==> config.mk <==
export PLATFORM = sky130hd
export DESIGN_NAME = cpu_out_uart_tx
export DESIGN_NICKNAME = d
export VERILOG_FILES = /design/src/rtl/cpu_out_uart_tx.sv
export SDC_FILE = /design/constraint.sdc
export NUM_CORES = 1
export LEC_CHECK = 0
export BUFFER_PORTS_ARGS = -buffer_cell sky130_fd_sc_hd__buf_2
export CAP_MARGIN = 0
export CORE_UTILIZATION = 52
export CTS_CLUSTER_DIAMETER = 50
export DETAILED_ROUTE_END_ITERATION = 12
export MAX_ROUTING_LAYER = met4
export PLACE_DENSITY = 0.69
export SYNTH_ARGS = -nofsm -noshare
export SYNTH_HDL_FRONTEND = slang
export SYNTH_SLANG_ARGS = --single-unit
==> constraint.sdc <==
create_clock -name clk -period 2.7 [get_ports clk]
set_clock_uncertainty 0.1 [all_clocks]
set_input_delay 0.81 -clock clk [delete_from_list [all_inputs] [get_ports clk]]
set_output_delay 0.81 -clock clk [all_outputs]
set_load 0.005 [all_outputs]
==> src/rtl/cpu_out_uart_tx.sv <==
// cpu_out_uart_tx: watches the CPU 4-bit output register, queues each new
// value as an ASCII hex character and sends it on an 8N1 UART line.
// Optional: define CPU_OUT_UART_PARITY_EN for 8E1 framing (even parity bit).
module cpu_out_uart_tx #(
    parameter int CLKS_PER_BIT = 16,
    parameter int FIFO_DEPTH   = 4
) (
    input  logic                          clk,
    input  logic                          reset,
    input  logic [3:0]                    data_in,
    input  logic                          clear_overflow,
    output logic                          tx,
    output logic                          busy,
    output logic [$clog2(FIFO_DEPTH):0]   fifo_count,
    output logic                          overflow
);
    localparam int AW = $clog2(FIFO_DEPTH);
    localparam int CW = AW + 1;
    localparam int BW = $clog2(CLKS_PER_BIT);

`ifdef CPU_OUT_UART_PARITY_EN
    typedef enum logic [2:0] {IDLE, START, DATA, PARITY, STOP} state_t;
`else
    typedef enum logic [2:0] {IDLE, START, DATA, STOP} state_t;
`endif

    state_t          state_q, state_d;
    logic [3:0]      prev_q, prev_d;
    logic [AW-1:0]   wr_ptr_q, wr_ptr_d, rd_ptr_q, rd_ptr_d;
    logic [CW-1:0]   count_q, count_d;
    logic            ovf_q, ovf_d;
    logic [BW-1:0]   baud_q, baud_d;
    logic [2:0]      bit_q, bit_d;
    logic [7:0]      shift_q, shift_d;
    logic            tx_q, tx_d;
`ifdef CPU_OUT_UART_PARITY_EN
    logic            par_q, par_d;
`endif
    logic [7:0]      mem_q [FIFO_DEPTH];

    logic            change, full, push, pop, drop, last;
    logic [7:0]      ascii;

    // Change detect, FIFO bookkeeping and the overflow flag.
    always_comb begin
        change  = (data_in != prev_q);
        full    = (count_q == CW'(FIFO_DEPTH));
        pop     = (state_q == IDLE) && (count_q != '0);
        // A pop on the same edge frees a slot, so a full FIFO still accepts.
        push    = change && (!full || pop);
        drop    = change && full && !pop;
        ascii   = (data_in < 4'd10) ? {4'h3, data_in} : (8'h37 + {4'h0, data_in});
        prev_d  = data_in;
        wr_ptr_d = push ? wr_ptr_q + AW'(1) : wr_ptr_q;
        rd_ptr_d = pop  ? rd_ptr_q + AW'(1) : rd_ptr_q;
        case ({push, pop})
            2'b10:   count_d = count_q + CW'(1);
            2'b01:   count_d = count_q - CW'(1);
            default: count_d = count_q;
        endcase
        // Set wins over a simultaneous clear.
        ovf_d = drop | (ovf_q & ~clear_overflow);
    end

    // Frame sequencer: each state holds tx for CLKS_PER_BIT cycles.
    always_comb begin
        state_d = state_q;
        baud_d  = baud_q + BW'(1);
        bit_d   = bit_q;
        shift_d = shift_q;
        tx_d    = tx_q;
`ifdef CPU_OUT_UART_PARITY_EN
        par_d   = par_q;
`endif
        last    = (baud_q == BW'(CLKS_PER_BIT - 1));
        case (state_q)
            IDLE: begin
                baud_d = '0;
                tx_d   = 1'b1;
                if (pop) begin
                    state_d = START;
                    tx_d    = 1'b0;
                    shift_d = mem_q[rd_ptr_q];
                    bit_d   = '0;
`ifdef CPU_OUT_UART_PARITY_EN
                    par_d   = ^mem_q[rd_ptr_q];
`endif
                end
            end
            START: if (last) begin
                state_d = DATA;
                baud_d  = '0;
                tx_d    = shift_q[0];
            end
            DATA: if (last) begin
                baud_d = '0;
                if (bit_q == 3'd7) begin
`ifdef CPU_OUT_UART_PARITY_EN
                    state_d = PARITY;
                    tx_d    = par_q;
`else
                    state_d = STOP;
                    tx_d    = 1'b1;
`endif
                end else begin
                    bit_d   = bit_q + 3'd1;
                    shift_d = {1'b0, shift_q[7:1]};
                    tx_d    = shift_q[1];
                end
            end
`ifdef CPU_OUT_UART_PARITY_EN
            PARITY: if (last) begin
                state_d = STOP;
                baud_d  = '0;
                tx_d    = 1'b1;
            end
`endif
            STOP: if (last) begin
                state_d = IDLE;
                baud_d  = '0;
                tx_d    = 1'b1;
            end
            default: begin
                state_d = IDLE;
                baud_d  = '0;
                tx_d    = 1'b1;
            end
        endcase
    end

    // State registers; reset abandons any frame and empties the FIFO.
    always_ff @(posedge clk or posedge reset) begin
        if (reset) begin
            state_q  <= IDLE;
            prev_q   <= '0;
            wr_ptr_q <= '0;
            rd_ptr_q <= '0;
            count_q  <= '0;
            ovf_q    <= 1'b0;
            baud_q   <= '0;
            bit_q    <= '0;
            shift_q  <= '0;
            tx_q     <= 1'b1;
`ifdef CPU_OUT_UART_PARITY_EN
            par_q    <= 1'b0;
`endif
        end else begin
            state_q  <= state_d;
            prev_q   <= prev_d;
            wr_ptr_q <= wr_ptr_d;
            rd_ptr_q <= rd_ptr_d;
            count_q  <= count_d;
            ovf_q    <= ovf_d;
            baud_q   <= baud_d;
            bit_q    <= bit_d;
            shift_q  <= shift_d;
            tx_q     <= tx_d;
`ifdef CPU_OUT_UART_PARITY_EN
            par_q    <= par_d;
`endif
        end
    end

    // Character storage; stale entries are ignored via the reset pointers.
    always_ff @(posedge clk) begin
        if (push) mem_q[wr_ptr_q] <= ascii;
    end

    assign tx         = tx_q;
    assign busy       = (state_q != IDLE);
    assign fifo_count = count_q;
    assign overflow   = ovf_q;
endmodule
Word-level counts from Yosys, hierarchy flattened
Memory sizes are Yosys's and may differ from the RTL's.
Cells that the tools add are included.
Word-level totals
  bits in registers: 31
  memory bits (writable): 28
  input port bits: 7
  output and inout bits: 6
  logic and storage cells: 79
  memories kept: 1
Memory list
  mem_q: depth 4, width 7, rd ports 1, clocked after memory_dff 0, write ports 1, RTL line 39  | logic [7:0] mem_q [FIFO_DEPTH];
Operators by class
  $add $sub $neg: 7
  $lt $le $gt $ge: 1
  equal/unequal tests: 15
  muxes and demuxes: 26
  bitwise gates (word level): 3
  reductions and logical operators: 16
Operator list (count)
  2-to-1 mux 3 bit: 8
  2-to-1 mux 8 bit: 3
  case mux 8 bit (2 select lines): 1
  != test 2 bit (second input constant): 6
  case mux 3 bit (2 select lines): 2
  case mux 3 bit (4 select lines): 1
  2-to-1 mux 4 bit: 2
  adder 6 x 4 -> 7 bit (first input constant): 1
  2-to-1 mux 1 bit: 7
  2-to-1 mux 7 bit: 1
  adder 3 x 1 -> 3 bit (second input constant): 2
  equality test 3 x 2 -> 1 bit (second input constant): 2
  equality test 3 bit (second input constant): 2
  nonzero test 3 bit: 2
  AND reduction 5 bit: 1
  adder 2 x 1 -> 2 bit (second input constant): 2
  adder 4 x 1 -> 4 bit (second input constant): 1
  equality test 4 bit (second input constant): 1
  logical AND 1 bit: 4
  < comparator 4 bit (second input constant): 1
  != test 4 bit: 1
  case mux 1 bit (4 select lines): 1
  AND reduction 4 bit: 1
  nonzero test 2 bit: 2
  other kinds (12): 13

Depth between registers and ports, before layout
  word-level depth: 6
  gate-level depth with buffers: 9
  depth with buffers taken out: 8

Worst setup path before layout
Ideal clock, no wire load.
  path type: in2reg
  start point: input data_in[0]
  end point: register count_q[2], in the netlist fifo_count[2]
  library setup time: 80 ps
  arrival: 2114 ps
  required time: 2520 ps
  slack: 406 ps
  stages on the path: 7
  buffers on the path: 0
  cells stage by stage: xnor2_1 -> and4_1 -> nand2_1 -> fa_1 -> and2_1 -> a22oi_1 -> xnor2_1
Between the ends
  longest elaborated chain between the ends: 4
  elaborated cells between the ends (all ways): 6
  those cells by class: 3 x eq/ne; 1 x mux; 2 x reduce/logical
Ends and longest elaborated chain
  start, declared: RTL line 10  | input logic [3:0] data_in,
  != test 4 bit *: RTL line 46  | change = (data_in != prev_q);
  logical AND 1 bit *: RTL line 50  | push = change && (!full || pop);
  equality test 2 x 1 -> 1 bit or equality test 2 bit (tied branches): RTL line 56  | case ({push, pop})
  case mux 3 bit (2 select lines) or nonzero test 2 bit (tied branches)
  end signal, assigned: RTL line 152  | count_q <= count_d;
  end, declared: RTL line 30  | logic [CW-1:0] count_q, count_d;
Every way passes the cells marked *; elsewhere a longest branch is shown, timed or not.
A chain may end at the register's enable or synchronous reset.

Worst setup path in the final report
  start point: register state_q[0]
  end point: output busy
Between the ends
  longest elaborated chain between the ends: 1
Ends and longest elaborated chain
  start, declared: RTL line 27  | state_t state_q, state_d;
  start signal, assigned: RTL line 148  | state_q <= state_d;
  nonzero test 3 bit: RTL line 170  | assign busy = (state_q != IDLE);
  end, declared: RTL line 13  | output logic busy,
Every way passes these cells.

==> metrics list <==
- Nature of the critical path startpoint: register
- Summing over every cut layer, the via total after detailed routing is roughly 1400.
- The longest clock path from root to sink contains 2 buffers.
* Gates resized, CTS repair: 0
- Hold slack final: 405 ps
* Synthesized instance count: approximately 180
- For this design the static power due to leakage is 1.22 nW.
* Final period util: between 80% and 90%
* Async set-reset flop share out of synthesis: 50.9%
* Sequential area share after synthesis: 58.9%
- R2r worst-path depth: 8
* Post-layout net count: 222
* Ratio of cells with drive above 1 in the final layout: 26.7%
* Number of instances on the worst hold path: 1
* Average detailed-routed wire length per instance: 14.7 um
* Post-CTS Repair Setup Buffers: 0
- In the synthesized netlist the dominant register cell turns out to be sky130_fd_sc_hd__edfxtp_1.
- Post-Route Setup TNS: 0 ps
- WL final: 4.01 mm
* First DRT Iteration DRCs: 66
* Core box area: 4820 um2
- Setup violations remaining at the end of the flow were counted as 0.
- Synth warn: 0
* Number of hold violations in the final report: 0
- The area growth from synthesis to layout is 13.0%.
* Cell area after layout: 3010 um2
- Die area: approximately 5400 um2
- In this run, distinct cell masters in the synthesized netlist total 39.
- # port buffers: 12
* Type of the worst min-delay path: register to register
* Aggregate global routing overflow: 0
- Headroom to the max-slew limit: 63.8%
- Slew at the pin closest to its max-slew limit: 539 ps
- Number of synthesized flops with an enable pin: 28
- Areal power density over the cells: 1220 nW/um2
* Post-CTS Hold Fix Bufs: 0
- Overall die width: about 74 um
- Number of antenna violations at the first check in global routing: 0
- Post-DP HPWL: 2.87 mm
- The count of nets left with antenna violations once routing finished came out at 0.
- Critical Path AT: 1460 ps
- The via count of the first global-routing pass came to 1483.
- Clock buffers created by TritonCTS: 9
- Max-cap viol count: 0
* Post-synth net total: 200
* Leading cell types in the layout, fill and taps excluded: sky130_fd_sc_hd__dfrtp_1, sky130_fd_sc_hd__edfxtp_1, sky130_fd_sc_hd__inv_1
- In this run the mean area of a mapped cell was 14.9 um2.
- The mapped netlist covers 2660 um2.
- Clock-pin slew was measured on the worst setup and hold paths at 60 ps.
* Highest fanout seen on the critical path: 8
- Final design utilization: 62.4%
- Initial DRT Pass Iterations: 5
- The flow ran to the end, and the final reports show no timing, DRC or antenna violations.
- Setup slack on the critical path of the routed design comes to around 330 ps.
* CTS tree: built
- Max rail drop VDD: ~0.67 mV
- Cell at the root of the clock tree: sky130_fd_sc_hd__clkbuf_8
* I/O pin cnt: 13
* Later-pin clock latency in the skew report: ~320 ps
- Height of the die: 73.5 um
- The worst setup path is captured at an output pin.
- First-pass GRT wire length: 6.65 mm
* Synthesized flop and latch total: 57
- The congestion estimate from routability-driven global placement came to 0.813.
* Largest net degree at the start of global routing: 30
- OpenSTA, run right after detailed placement, puts the worst setup slack at 94.0 ps.
- In the global route stage, overall resource usage came out at a little under a fifth.
- Number of levels the H-tree was split into: 3
- Count of antenna diodes in the layout: 0
- Initial core utilization: 55.2%
- Placed standard-cell area: approximately 2800 um2
* Crit path time final: 2370 ps
- CP required: 1790 ps
- DR DRC count: 0
- The floorplan has 25 rows.
- The worst setup path is of the register to output pin kind.
* Number of sinks handled by clock tree synthesis: 57
- Setup repair after global routing left no endpoint under its margin.
- Ratio of routed vias to standard cells: roughly 5.2
- Timing would allow up to 0.421 GHz.
- The number of max-slew violations in the final report came to 0.
[registers in the layout (all words and copies together) (netlist names)]
name        cells
fifo_count      3
mem_q          28
state_q         2
wr_ptr_q        2
shift_q         7
tx              1
overflow        1
prev_q          4
rd_ptr_q        2
baud_q          4
bit_q           3
[path summary, 6_finish.rpt]
| kind | start | endpoint | slack, ps |
|---|---|---|---|
| min in group asynchronous | reset | fifo_count[1]$_DFFE_PP0P_ | 450 |
| worst max register to register | state_q[0]$_DFFE_PP0P_ | fifo_count[2]$_DFFE_PP0P_ | 340 |
| worst min register to register | baud_q[0]$_DFF_PP0_ | baud_q[0]$_DFF_PP0_ | 400 |
| worst min-delay path | baud_q[0]$_DFF_PP0_ | baud_q[0]$_DFF_PP0_ | 400 |
| max in group asynchronous | reset | tx$_DFFE_PP1P_ | 1730 |
| worst max-delay path | state_q[0]$_DFFE_PP0P_ | busy | 330 |
[per-stage QoR]
step,instances,total power [mW]
global placement,257,2.78
detailed placement,257,2.86
CTS,273,3.70
finish,273,3.66
global route,273,3.90
floorplan,179,2.57
[final cells by class]
class	instances	area [um2]
inverter	16	60.1
sequential	57	1570
clock buffer	10	128
clock inverter	6	82.6
multi-input combinational	102	1000
tap	67	83.8
fill	379	1810
timing repair buffer	15	82.6
[routing by layer]
metal,global-route usage (%),vias to the layer above,wire length [um]
met5,-,-,0
li1,-,691,-
met4,11.5,0,82
met1,22.1,689,1810
met3,4.12,9,145
met2,27.3,29,1970
[cells in the mapped netlist, types with 2 or more instances]
| cell type | count | area share [%] |
|---|---|---|
| sky130_fd_sc_hd__mux2i_1 | 2 | 0.75 |
| sky130_fd_sc_hd__nand2_1 | 7 | 0.99 |
| sky130_fd_sc_hd__mux2_2 | 8 | 3.4 |
| sky130_fd_sc_hd__ha_1 | 13 | 6.1 |
| sky130_fd_sc_hd__buf_6 | 2 | 0.85 |
| sky130_fd_sc_hd__o21ai_0 | 5 | 0.94 |
| sky130_fd_sc_hd__inv_1 | 15 | 2.1 |
| sky130_fd_sc_hd__a21oi_1 | 6 | 1.1 |
| sky130_fd_sc_hd__nor2b_1 | 4 | 0.94 |
| sky130_fd_sc_hd__and3_1 | 2 | 0.47 |
| sky130_fd_sc_hd__xnor2_1 | 11 | 3.6 |
| sky130_fd_sc_hd__edfxtp_1 | 28 | 32 |
| sky130_fd_sc_hd__nor2_1 | 4 | 0.56 |
| sky130_fd_sc_hd__o31ai_1 | 2 | 0.56 |
| sky130_fd_sc_hd__and2_1 | 5 | 1.2 |
| sky130_fd_sc_hd__mux4_2 | 6 | 5.1 |
| sky130_fd_sc_hd__nor3_1 | 5 | 0.94 |
| sky130_fd_sc_hd__dfrtp_1 | 28 | 26 |
| sky130_fd_sc_hd__mux2_4 | 6 | 3.4 |
[cell families (layout without fill, tap and decap cells)]
logic type | after synthesis | count (layout) | share of synthesized area (%)
xor gates and xnor gates | 12 | 12 | 3.95
muxes | 24 | 24 | 14.0
AOI/OAI and AO/OA | 20 | 20 | 5.31
DFF | 57 | 57 | 58.9
adders and majority gates | 14 | 14 | 6.86
buffers and inverters | 20 | 47 | 3.43
and+or+nand+nor | 32 | 32 | 7.52
[power by group]
group          switching, mW  internal (mW)
logic                  0.589          0.699
clock network          0.324          0.513
registers              0.240           1.29
[worst max-delay path, cell delays in order, from the launching register on]
cell                      delay, ps
sky130_fd_sc_hd__dfrtp_1        430
sky130_fd_sc_hd__inv_1          100
sky130_fd_sc_hd__ha_1           350
sky130_fd_sc_hd__inv_2          120
sky130_fd_sc_hd__buf_2          150
(Power assumes the default switching activity.)
